### config.mk
export PLATFORM = sky130hd
export DESIGN_NAME = demux_scan_ctrl
export DESIGN_NICKNAME = d
export VERILOG_FILES = /design/src/rtl/demux_scan_pkg.sv /design/src/rtl/dwell_timer.sv /design/src/rtl/demux_scan_ctrl.sv
export SDC_FILE = /design/constraint.sdc
export NUM_CORES = 1
export LEC_CHECK = 0
export CORE_ASPECT_RATIO = 0.75
export CORE_UTILIZATION = 50
export DETAILED_ROUTE_END_ITERATION = 10
export PLACE_DENSITY = 0.71
export SYNTH_ARGS = -nofsm -noshare
export SYNTH_HDL_FRONTEND = slang
export SYNTH_HIERARCHICAL = 1
export SYNTH_SLANG_ARGS = --single-unit
### constraint.sdc
create_clock -name clk -period 3.55 [get_ports clk]
set_input_delay 0.5325 -clock clk [delete_from_list [all_inputs] [get_ports clk]]
set_output_delay 0.5325 -clock clk [all_outputs]
set_load 0.03 [all_outputs]
### src/rtl/demux_scan_pkg.sv
// rtl/demux_scan_pkg.sv - shared constants, mode and state encodings for demux_scan_ctrl
package demux_scan_pkg;

  localparam int NCH   = 8;
  localparam int SEL_W = 3;
  localparam logic [SEL_W-1:0] LAST_CH = 3'd7;

  // Code 11 is reserved and behaves as UP.
  typedef enum logic [1:0] {
    MODE_UP   = 2'b00,
    MODE_DOWN = 2'b01,
    MODE_PP   = 2'b10,
    MODE_RSVD = 2'b11
  } mode_e;

  localparam logic [0:0] ST_IDLE = 1'b0;
  localparam logic [0:0] ST_RUN  = 1'b1;

endpackage

### src/rtl/dwell_timer.sv
// rtl/dwell_timer.sv - per-channel dwell down-counter with reload and expire pulse
module dwell_timer #(
  parameter int CNT_W = 26
) (
  input  logic             clk,
  input  logic             rst_n,
  input  logic             load,
  input  logic             run,
  input  logic [CNT_W-1:0] value,
  output logic             expire
);

  logic [CNT_W-1:0] r_cnt;

  // Expiry is the zero state itself, so a dwell of 1 expires every cycle.
  assign expire = run & ~load & (r_cnt == '0);

  always_ff @(posedge clk or negedge rst_n) begin
    if (!rst_n) begin
      r_cnt <= '0;
    end else if (load || expire) begin
      r_cnt <= value;
    end else if (run && (r_cnt != '0)) begin
      r_cnt <= r_cnt - CNT_W'(1);
    end
  end

endmodule

### src/rtl/demux_scan_ctrl.sv
// rtl/demux_scan_ctrl.sv - 1-to-8 demux scan sequencer; DEMUX_SCAN_ONEHOT_EN adds onehot debug output
module demux_scan_ctrl
  import demux_scan_pkg::*;
#(
  parameter int CNT_W = 26
) (
  input  logic             clk,
  input  logic             rst_n,
  input  logic             start,
  input  logic             stop,
  input  logic [1:0]       mode,
  input  logic             single,
  input  logic [CNT_W-1:0] dwell,
  input  logic             d_in,
  output logic [SEL_W-1:0] sel,
  output logic             en,
  output logic             d_out,
  output logic             busy,
  output logic             done
`ifdef DEMUX_SCAN_ONEHOT_EN
  ,
  output logic [NCH-1:0]   onehot
`endif
);

  logic [0:0]       r_state, w_state_d;
  logic [SEL_W-1:0] r_sel, w_sel_d, w_step_sel;
  logic             r_dir, w_dir_d, w_step_dir;
  mode_e            r_mode;
  logic             r_single;
  logic [CNT_W-1:0] r_dwm1;
  logic             r_done, w_done_d;
  logic             w_start_ok, w_load, w_expire, w_last;
  logic [CNT_W-1:0] w_tval;

  assign w_start_ok = start & ~stop & (dwell != '0);
  assign w_load     = (r_state == ST_IDLE) & w_start_ok;
  assign w_tval     = (r_state == ST_RUN) ? r_dwm1 : (dwell - CNT_W'(1));

  dwell_timer #(.CNT_W(CNT_W)) u_timer (
    .clk    (clk),
    .rst_n  (rst_n),
    .load   (w_load),
    .run    (r_state == ST_RUN),
    .value  (w_tval),
    .expire (w_expire)
  );

  // r_dir: 0 = ascending, 1 = descending; only PINGPONG ever flips it mid-run.
  always_comb begin
    w_step_sel = r_sel + SEL_W'(1);
    w_step_dir = r_dir;
    case (r_mode)
      MODE_DOWN: w_step_sel = r_sel - SEL_W'(1);
      MODE_PP: begin
        if (!r_dir) begin
          if (r_sel == LAST_CH) begin
            w_step_sel = r_sel - SEL_W'(1);
            w_step_dir = 1'b1;
          end
        end else begin
          if (r_sel == '0) begin
            w_step_dir = 1'b0;
          end else begin
            w_step_sel = r_sel - SEL_W'(1);
          end
        end
      end
      default: w_step_sel = r_sel + SEL_W'(1);
    endcase
  end

  always_comb begin
    case (r_mode)
      MODE_DOWN: w_last = (r_sel == '0);
      MODE_PP:   w_last = r_dir & (r_sel == '0);
      default:   w_last = (r_sel == LAST_CH);
    endcase
    w_last = w_last & r_single;
  end

  always_comb begin
    w_state_d = r_state;
    w_sel_d   = r_sel;
    w_dir_d   = r_dir;
    w_done_d  = 1'b0;
    if (r_state == ST_IDLE) begin
      if (w_start_ok) begin
        w_state_d = ST_RUN;
        w_sel_d   = (mode == MODE_DOWN) ? LAST_CH : '0;
        w_dir_d   = (mode == MODE_DOWN);
      end
    end else begin
      // stop outranks the end of a single pass, which suppresses done.
      if (stop) begin
        w_state_d = ST_IDLE;
      end else if (w_expire) begin
        if (w_last) begin
          w_state_d = ST_IDLE;
          w_done_d  = 1'b1;
        end else begin
          w_sel_d = w_step_sel;
          w_dir_d = w_step_dir;
        end
      end
    end
  end

  always_ff @(posedge clk or negedge rst_n) begin
    if (!rst_n) begin
      r_state  <= ST_IDLE;
      r_sel    <= '0;
      r_dir    <= 1'b0;
      r_done   <= 1'b0;
      r_mode   <= MODE_UP;
      r_single <= 1'b0;
      r_dwm1   <= '0;
    end else begin
      r_state <= w_state_d;
      r_sel   <= w_sel_d;
      r_dir   <= w_dir_d;
      r_done  <= w_done_d;
      if (w_load) begin
        r_mode   <= mode_e'(mode);
        r_single <= single;
        r_dwm1   <= dwell - CNT_W'(1);
      end
    end
  end

  assign sel   = r_sel;
  assign en    = (r_state == ST_RUN);
  assign busy  = (r_state == ST_RUN);
  assign done  = r_done;
  assign d_out = d_in & en;

`ifdef DEMUX_SCAN_ONEHOT_EN
  logic [NCH-1:0] r_onehot;

  always_ff @(posedge clk or negedge rst_n) begin
    if (!rst_n) begin
      r_onehot <= '0;
    end else begin
      r_onehot <= (w_state_d == ST_RUN) ? (NCH'(1) << w_sel_d) : '0;
    end
  end

  assign onehot = r_onehot;
`endif

endmodule
Yosys cells after proc, flatten, opt, wreduce, memory -nomap -nowiden
Index checks and enable logic that the tools add are counted.
{"block": "word_totals", "regBits": 61, "output_inout_bits": 7, "wordCells": 73}
{"block": "classes", "n_mux": 32, "n_addsub": 4, "n_reduce_logical": 10, "eq_ne": 8, "bitwise": 11}
{"operator": "$mux W26", "n": 3}
{"operator": "$reduce_bool A26 Y1", "n": 2}
{"operator": "$sub A26 B1 Y26 const B", "n": 2}
{"operator": "$mux W3", "n": 9}
{"operator": "$logic_not A26 Y1", "n": 1}
{"operator": "$mux W1", "n": 18}
{"operator": "$and A1 B1 Y1", "n": 8}
{"operator": "$pmux W3 S2", "n": 1}
{"operator": "$reduce_and A5 Y1", "n": 1}
{"operator": "$eq A2 B1 Y1 const B", "n": 2}
{"operator": "$ne A2 B1 Y1 const B", "n": 2}
{"operator": "$ne A2 B2 Y1 const B", "n": 2}
{"operator": "$reduce_and A4 Y1", "n": 1}
{"operator": "$reduce_bool A2 Y1", "n": 2}
{"operator": "$add A3 B1 Y3 const B", "n": 1}
{"operator": "$eq A3 B3 Y1 const B", "n": 1}
{"operator": "$logic_not A3 Y1", "n": 1}
{"operator": "$not A1 Y1", "n": 3}
{"operator": "$sub A3 B1 Y3 const B", "n": 1}
{"operator": "$eq A2 B2 Y1 const B", "n": 1}
{"operator": "$pmux W1 S2", "n": 1}
{"operator": "$logic_and A1 B1 Y1", "n": 1}
{"operator": "$logic_or A1 B1 Y1", "n": 1}

Longest topological paths before layout
Gate-level depths: netlist of the first run.
{"block": "depth", "ltp_word": 10, "depth_mapped": 14, "ltp_nobuf": 10}

Cells and area by module
The synthesis of the first run kept the hierarchy.
{"module": "demux_scan_ctrl", "area_per_inst_um2": 2454.9, "instances": 1, "seq_area_each_um2": 875.8, "cells_each": 245}
{"module": "dwell_timer", "area_per_inst_um2": 1702.9, "instances": 1, "seq_area_each_um2": 650.6, "cells_each": 200}

Least setup slack after synthesis of the first run
Ideal clock, no wire load.
{"block": "synth_timing", "path_type": "input to register", "startpoint": "in dwell[16]", "endpoint": "reg r_dir", "required_ns": 3.425, "t_arrival_ns": 3.326, "slack_ns": 0.099, "path_stages": 13, "path_buffers": 4, "cell_sequence": "or3_1 or4_1 o31ai_2 inv_2 buf_6 buf_4 clkbuf_1 clkbuf_1 nor4_1 nand2_1 nor2_1 a31oi_1 mux2_2"}
{"block": "synth_via", "elab_chain_len": 8}
{"item": "from (decl)", "line_no": "demux_scan_ctrl.sv:13", "source": "input logic [CNT_W-1:0] dwell,"}
{"item": "$reduce_bool A26 Y1", "line_no": "demux_scan_ctrl.sv:36", "source": "assign w_start_ok = start & ~stop & (dwell != '0);"}
{"item": "$and A1 B1 Y1", "line_no": "demux_scan_ctrl.sv:36"}
{"item": "$and A1 B1 Y1", "line_no": "demux_scan_ctrl.sv:37", "source": "assign w_load = (r_state == ST_IDLE) & w_start_ok;"}
{"item": "via w_load", "line_no": "demux_scan_ctrl.sv:33", "source": "logic w_start_ok, w_load, w_expire, w_last;"}
{"item": "$not A1 Y1", "line_no": "dwell_timer.sv:16", "source": "assign expire = run & ~load & (r_cnt == '0);"}
{"item": "$and A1 B1 Y1 (2 in series)", "line_no": "dwell_timer.sv:16"}
{"item": "via w_expire", "line_no": "demux_scan_ctrl.sv:33"}
{"item": "$ne A2 B1 Y1 (no line)"}
{"item": "$reduce_and A5 Y1 (no line)"}
{"item": "to (signal assigned)", "line_no": "demux_scan_ctrl.sv:121", "source": "r_dir <= w_dir_d;"}
{"item": "to (decl)", "line_no": "demux_scan_ctrl.sv:28", "source": "logic r_dir, w_dir_d, w_step_dir;"}
The timed path passes the listed nets, and every way through them passes these cells.
A chain may end at the register's enable or synchronous reset.

Worst setup path in the final report of the first run
{"block": "layout_timing", "startpoint": "in dwell[16]", "endpoint": "reg r_dir"}
{"block": "layout_via", "elab_chain_len": 8}
{"item": "$reduce_bool A26 Y1", "line_no": "demux_scan_ctrl.sv:36"}
{"item": "$and A1 B1 Y1", "line_no": "demux_scan_ctrl.sv:36"}
{"item": "$and A1 B1 Y1", "line_no": "demux_scan_ctrl.sv:37"}
{"item": "$not A1 Y1", "line_no": "dwell_timer.sv:16"}
{"item": "$and A1 B1 Y1 (2 in series)", "line_no": "dwell_timer.sv:16"}
{"item": "via w_expire", "line_no": "demux_scan_ctrl.sv:33"}
{"item": "$ne A2 B1 Y1 (no line)"}
{"item": "$reduce_and A5 Y1 (no line)"}
The timed path passes the listed nets, and every way through them passes these cells.

==> metrics, run 1 <==
n_diodes=0; setup slack after layout=400 ps; DR DRC count=0; CORE AREA=7990 um^2; area delta synth->final=19.2%; Hold Crit Class=in -> async; Tcrit/Tclk final=0.887; register area share after synthesis=0.367; Final Skew=7.53 ps; hold slack=242 ps; R2R setup slack=480 ps; clk buf depth=2; CP max FO=8; Required @ worst endpoint=3790 ps; first-pass GRT wire length=17,600 um; max-slew violation count=0; Startpoint Class=input pin; die height=81.0 um; die footprint=8690 um^2; Max Freq=317 MHz; Synth async-reset ratio=1.00; PostCTS Resize Cnt=0; WL final=11,000 um; Pwr per Cell Area=469 nW/um^2; critical path startpoint=dwell[16]; Hold Buf Count CTS=0; routability congestion estimate=0.836; Die W=107 um; relative slew slack=0.292; initial DRC count=341; worst skew pair latency=350 ps; fraction of layout cells with a size suffix above 1=0.183; Synth Area per Inst=9.34 um^2; minimum clock period=3150 ps; DP HPWL=8030 um; Routed Antenna Nets=0; CTS tree=done; Slew @ Worst Pin=1050 ps; vias in the first global route=3,387; post-CTS setup buffers=0; total track usage=0.269; Ports=41; DR vias=3,686; number of setup violations in the final report=0; endpoint class of the critical path=flip-flop; WL per Instance=18.1 um; Setup TNS=0 ps; port bufs=40; WP data arrival=3390 ps; antenna violations before repair=0; largest net degree at the start of global routing=61; mapped cell area=4160 um^2; pre-CTS WS=67.7 ps; crit path kind=in -> reg; leakage power of the design=0.00195 uW; Syn Nets=487; final hold violations=0; vias per std cell=6.07; max cap viols=0; grt total ovfl=0; layout net count=539; Synth cell types=62; Initial Util=0.521; Main synth FF type=dfrtp_1; Post-Syn Instances=445; CTS H-tree depth=3; clock sink count=61; outcome=finished clean; Final Total Pwr=2330 uW; drt pass-1 iters=5; FP Rows=28; RSZ-0062 raised after global routing=false; worst reg2reg startpoint=u_timer/r_cnt[19]; total CTS buffers=9; Worst-path clk slew=70 ps; YS warnings=6; Post-synth EDFFs=0; clk root buf=clkbuf_8; maximum vdd drop=0.292 mV; flop and latch count out of synthesis=61
[where the power goes]
part | internal (uW) | switching [uW]
logic | 339 | 340
clock network | 381 | 289
registers | 844 | 133
[sequential cells by signal, indices dropped and copies added (netlist names)]
register,count
busy,1
done,1
r_dir,1
r_dwm1,26
r_mode,2
r_single,1
sel,3
u_timer/r_cnt,26
[cell type report]
cell class / instances / area, um^2
clock buffer: 13 / 169
clock inverter: 3 / 42.5
fill: 705 / 3030
inverter: 15 / 56.3
multi-input combinational: 348 / 2450
sequential: 61 / 1530
tap: 105 / 131
timing repair buffer: 62 / 573
[layout by cell type (no fill, tap or decap), drive strengths merged, types with 12 or more instances in the layout]
master,synthesis,layout
mux2,43,43
inv,15,15
buf,9,23
nor2,23,23
clkbuf,12,13
or3,13,13
a21oi,13,13
nand2,58,58
o21ai,30,30
xnor2,12,12
clkdlybuf4s50,0,39
nor4,16,16
xor2,16,16
dfrtp,61,61
nor3,26,26
[through the flow]
step	cell area, um^2	instances	util
floorplan	4160	445	-
global placement	4740	591	0.594
detailed placement	4740	591	0.594
CTS	4950	607	0.620
global route	4950	607	0.620
finish	4950	607	0.620
[cell families after synthesis]
logic type	count (synthesis)	synth area share
AO/OA/AOI/OAI	85	0.141
buffers and inverters	36	0.0424
flip-flops	61	0.367
multiplexers	47	0.140
AND/OR/NAND/NOR	180	0.227
XOR/XNOR	28	0.0590
adder cells (fa/ha/maj)	8	0.0241
[synthesized netlist by cell type (11+ instances only)]
cell type,count,area share
xor2_1,16,0.034
o21ai_0,28,0.034
nor4_1,14,0.021
mux2_4,15,0.054
nor3_1,26,0.031
nand2_1,58,0.052
nor2_1,23,0.021
a21oi_1,12,0.014
mux2_2,27,0.073
xnor2_1,12,0.025
dfrtp_1,61,0.37
clkbuf_1,12,0.011
inv_1,14,0.013
or3_1,11,0.017
[worst max-delay path, cell delays in order]
cell	delay [ps]
clkdlybuf4s50_1	420
or3_1	450
or4_1	460
o31ai_2	300
inv_2	130
nor4_1	340
nand2_1	140
nor2_1	210
a31oi_1	120
mux2_2	280
[per-layer routing]
layer	share of wire	vias up	GRT usage
met2	0.44	115	0.416
li1	-	1756	-
met5	0	-	0
met1	0.49	1802	0.380
met3	0.058	13	0.0666
met4	0.0081	0	0.0658
[path summary, 6_finish.rpt]
kind / end / depth (start not counted)
worst min register to register: r_dwm1[14] / 2
worst max register to register: u_timer/r_cnt[3] / 6
min in group clk: r_dwm1[14] / 2
max in group asynchronous: u_timer/r_cnt[15] / 2
worst max-delay path: r_dir / 10
worst min-delay path: r_dwm1[17] / 1
Power figures use the tool's default switching activity.
==> inputs of run 2 (changes only) <==
- GPL_ROUTABILITY_DRIVEN: unset -> 0
==> run 2 against run 1 <==
Utilization is essentially flat. Non-clock buffer count grew 1. Total power shrank 0.80%. Hold slack gained 7.0 ps. Fmax grew 0.51%. Sequential power is essentially flat. Critical path type unchanged.
==> metrics, run 2 (synthesized netlist as in run 1, its figures left out) <==
WL final=11,100 um (was 11,000 um); crit-path cells=clkdlybuf4s50_1 > or3_1 > or4_1 > o31ai_2 > inv_2 > nor4_1 > nand2_1 > nor2_1 > a21oi_2 > mux2_2 (was clkdlybuf4s50_1 > or3_1 > or4_1 > o31ai_2 > inv_2 > nor4_1 > nand2_1 > nor2_1 > a31oi_1 > mux2_2); CP max FO=4 (was 8); Final Instance Area=4950 um^2 (about the same); commonest non-fill, non-tap cell in the layout=dfrtp_1 (unchanged); final cell utilization of the core=0.620 (about the same); Non-Filler Instances=608 (was 607); FP Rows=28 (unchanged); leakage power of the design=0.00195 uW (about the same); Routed Antenna Nets=0 (unchanged); Hold Crit Class=in -> async (unchanged); outcome=finished clean (unchanged); Final Skew=8.86 ps (was 7.53 ps); Setup TNS=0 ps (unchanged); Final Total Pwr=2310 uW (was 2330 uW); drt pass-1 iters=5 (unchanged); vias in the first global route=3,585 (was 3,387); Max Freq=319 MHz (was 317 MHz); total CTS buffers=9 (unchanged); vias per std cell=6.17 (was 6.07); n_diodes=0 (unchanged); area delta synth->final=19.1% (was 19.2%); Worst-path clk slew=70 ps (about the same); total track usage=0.280 (was 0.269); Placed Cells=592 (was 591); Required @ worst endpoint=3790 ps (about the same); DP HPWL=8080 um (was 8030 um); antenna violations before repair=0 (unchanged); maximum vdd drop=0.232 mV (was 0.292 mV); max incr delay on CP=460 ps (about the same); largest net degree at the start of global routing=61 (unchanged); CTS tree=done (unchanged); max cap viols=0 (unchanged); grt total ovfl=0 (unchanged); most frequent cells in the layout=dfrtp_1, nand2_1, clkdlybuf4s50_1 (unchanged); port bufs=40 (unchanged); final hold violations=0 (unchanged); DR DRC count=0 (unchanged); RSZ-0062 raised after global routing=false (unchanged); placed inst area=4750 um^2 (was 4740 um^2); Die W=107 um (unchanged); number of setup violations in the final report=0 (unchanged); Ports=41 (unchanged); WP data arrival=3380 ps (was 3390 ps); fraction of layout cells with a size suffix above 1=0.185 (was 0.183); clock sink count=61 (unchanged); WL per Instance=18.3 um (was 18.1 um); max-slew violation count=0 (unchanged); post-CTS setup buffers=0 (unchanged); Pwr per Cell Area=466 nW/um^2 (was 469 nW/um^2); PostCTS Resize Cnt=0 (unchanged); first-pass GRT wire length=18,300 um (was 17,600 um); Slew @ Worst Pin=952 ps (was 1050 ps); clk buf depth=2 (unchanged); DR vias=3,750 (was 3,686); Worst path slowest cell=or4_1 (unchanged); Initial Util=0.521 (unchanged); die footprint=8690 um^2 (unchanged); endpoint class of the critical path=flip-flop (unchanged); crit path kind=in -> reg (unchanged); initial DRC count=317 (was 341); worst skew pair latency=360 ps (was 350 ps); minimum clock period=3130 ps (was 3150 ps); Startpoint Class=input pin (unchanged); Hold Buf Count CTS=0 (unchanged); Tcrit/Tclk final=0.883 (was 0.887); relative slew slack=0.361 (was 0.292); CTS H-tree depth=3 (unchanged); CORE AREA=7990 um^2 (unchanged); die height=81.0 um (unchanged); layout net count=540 (was 539); clk root buf=clkbuf_8 (unchanged)
==> run 2: path summary, 6_finish.rpt <==
kind	slack (ps)	start	depth (start not counted)	end
worst max-delay path	420	dwell[16]	10	sel[2]
worst min-delay path	250	rst_n	1	r_dwm1[1]
worst max register to register	550	u_timer/r_cnt[19]	6	u_timer/r_cnt[13]
worst min register to register	470	r_dwm1[14]	2	r_dwm1[14]
max in group asynchronous	2580	rst_n	2	u_timer/r_cnt[13]
min in group clk	470	r_dwm1[14]	2	r_dwm1[14]
==> run 2: power breakdown <==
| group | total (uW) | switching (uW) | internal (uW) |
|---|---|---|---|
| registers | 980 | 135 | 844 |
| logic | 681 | 341 | 340 |
| clock network | 646 | 286 | 360 |
==> run 2: layout make-up <==
| class | instances | area (um^2) |
|---|---|---|
| Fill cell | 667 | 3030 |
| Multi-Input combinational cell | 348 | 2450 |
| Sequential cell | 61 | 1530 |
| Timing Repair Buffer | 63 | 581 |
| Clock buffer | 12 | 155 |
| Tap cell | 105 | 131 |
| Inverter | 15 | 56.3 |
| Clock inverter | 4 | 47.5 |
==> run 2: critical path: cells and delay by family <==
kind,cells,cell delay (ps)
and+or+nand+nor,5,1600
AOI/OAI and AO/OA,2,430
buffers and inverters,2,510
muxes,1,300
==> run 2: routing by layer <==
| metal | GRT usage | part of all wire | vias to the layer above |
|---|---|---|---|
| met2 | 0.443 | 0.44 | 136 |
| met4 | 0.112 | 0.026 | 0 |
| met5 | 0 | 0 | - |
| met3 | 0.0594 | 0.061 | 22 |
| met1 | 0.378 | 0.47 | 1836 |
| li1 | - | - | 1756 |
==> run 2: per-stage QoR <==
step                setup WS, ps  hold WS [ps]
floorplan                   99.3           237
finish                       416           249
global placement             141           452
detailed placement          50.7           460
global route                 274           305
CTS                          428           278
==> inputs of run 3 (changes only) <==
- TNS_END_PERCENT: unset -> 100
- clock period: 3.55 -> 3.4 ns (I/O delays scaled with it)
==> run 3 against run 2 <==
Utilization rose by 0.20 points. Non-clock buffer count rose by 6. Die area did not move. First-iteration DRC count rose by 7.6%. Combinational power rose by 3.8%. Sequential power rose by 4%. Via count fell by 0.77%. Total power fell by 0.62%. Count of clock-buffer cells in the layout rose by 1.
==> metrics, run 3 (synthesized netlist as in run 1, its figures left out) <==
first-pass GRT wire length=18,200 um (was 18,300 um); Ports=41 (unchanged); CTS tree=done (unchanged); Die W=107 um (unchanged); PostCTS Resize Cnt=0 (unchanged); max incr delay on CP=590 ps (was 460 ps); total CTS buffers=9 (unchanged); max-slew violation count=0 (unchanged); fraction of layout cells with a size suffix above 1=0.191 (was 0.185); vias per std cell=6.07 (was 6.17); die footprint=8690 um^2 (unchanged); RSZ-0062 raised after global routing=false (unchanged); max cap viols=0 (unchanged); Final Skew=10.0 ps (was 8.86 ps); DP HPWL=8210 um (was 8080 um); Required @ worst endpoint=3640 ps (was 3790 ps); Stages on worst setup path=10 (unchanged); CP Buf/Inv Count=2 (unchanged); Hold Crit Class=in -> async (unchanged); WL final=11,000 um (was 11,100 um); drt pass-1 iters=5 (unchanged); Slew @ Worst Pin=903 ps (was 952 ps); Pwr per Cell Area=461 nW/um^2 (was 466 nW/um^2); reg2reg path depth=8 (was 6); number of setup violations in the final report=0 (unchanged); Initial Util=0.521 (unchanged); CORE AREA=7990 um^2 (unchanged); n_diodes=0 (unchanged); DR DRC count=0 (unchanged); largest net degree at the start of global routing=49 (was 61); worst reg2reg startpoint=u_timer/r_cnt[0] (was u_timer/r_cnt[19]); die height=81.0 um (unchanged); layout net count=546 (was 540); clk root buf=clkbuf_8 (unchanged); maximum vdd drop=0.338 mV (was 0.232 mV); leakage power of the design=0.00196 uW (was 0.00195 uW); final cell utilization of the core=0.622 (was 0.620); Worst path slowest cell=or4_1 (unchanged); CP Capture Point=r_dir (was sel[2]); Setup TNS=0 ps (unchanged); post-CTS setup buffers=0 (unchanged); minimum clock period=3010 ps; port bufs=40 (unchanged); relative slew slack=0.398 (was 0.361); delay-heaviest family, CP=simple AND/OR/NAND/NOR gates (unchanged); grt total ovfl=0 (unchanged); FP Rows=28 (unchanged); Worst-path clk slew=70 ps (about the same); Routed Antenna Nets=0 (unchanged); WL per Instance=17.9 um (was 18.3 um); Hold Buf Count CTS=0 (unchanged); clk buf depth=2 (unchanged); antenna violations before repair=0 (unchanged); critical path startpoint=dwell[21] (was dwell[16]); DR vias=3,721 (was 3,750); WP data arrival=3250 ps (was 3380 ps); clock sink count=61 (unchanged); Max Freq=332 MHz; Startpoint Class=input pin (unchanged); CTS H-tree depth=3 (unchanged); final hold violations=0 (unchanged); RR Endpoint=u_timer/r_cnt[19] (was u_timer/r_cnt[13]); vias in the first global route=3,576 (was 3,585); Tcrit/Tclk final=0.885; most frequent cells in the layout=dfrtp_1, nand2_1, clkdlybuf4s50_1 (unchanged); initial DRC count=341 (was 317); outcome=finished clean (unchanged); crit-path cells=clkdlybuf4s50_1 > or4_1 > or3_1 > o31ai_2 > inv_2 > nor4_1 > nand2_1 > nor2_2 > a31oi_1 > mux2_2 (was clkdlybuf4s50_1 > or3_1 > or4_1 > o31ai_2 > inv_2 > nor4_1 > nand2_1 > nor2_1 > a21oi_2 > mux2_2); worst skew pair latency=360 ps (about the same); endpoint class of the critical path=flip-flop (unchanged); commonest non-fill, non-tap cell in the layout=dfrtp_1 (unchanged); R2R setup slack=410 ps (was 550 ps); crit path kind=in -> reg (unchanged); area delta synth->final=19.5% (was 19.1%); total track usage=0.278 (was 0.280); CP max FO=8 (was 4)
## run 3: layout make-up
class	count	area, um^2
Multi-Input combinational cell	348	2460
Sequential cell	61	1530
Clock buffer	13	149
Clock inverter	2	10.0
Fill cell	686	3020
Timing Repair Buffer	69	638
Inverter	15	56.3
Tap cell	105	131
## run 3: where the power goes
part           total (uW)  switching [uW]  internal, uW
registers            1020             142           882
clock network         562             283           279
logic                 707             350           357
total                2290             775          1520
## run 3: layer usage
metal,global-route usage,part of all wire,vias to the layer above
met5,0,0,-
met3,0.0666,0.057,14
met4,0.0740,0.010,0
li1,-,-,1768
met2,0.448,0.46,110
met1,0.378,0.47,1829
## run 3: worst min-delay path by stage
stage          slack [ps]  startpoint  cells after the start         to
2_1_floorplan         210       rst_n                      0       busy
3_3_place_gp          450   r_dwm1[5]                      2  r_dwm1[5]
3_5_place_dp          460   r_dwm1[6]                      2  r_dwm1[6]
4_1_cts               300       rst_n                      1  r_dwm1[0]
5_1_grt               340       rst_n                      1  r_dwm1[0]
6_report              260       rst_n                      1  r_dwm1[0]
## run 3: per-stage QoR
step	instances	setup WS, ps	power [uW]	hold slack [ps]	cell area [um^2]
after floorplan	445	20.5	1480	214	4160
after global placement	598	103	1710	453	4810
after detailed placement	598	27.5	1730	463	4810
after CTS	613	403	2300	301	4970
after global routing	613	228	2420	344	4970
final	613	391	2290	265	4970
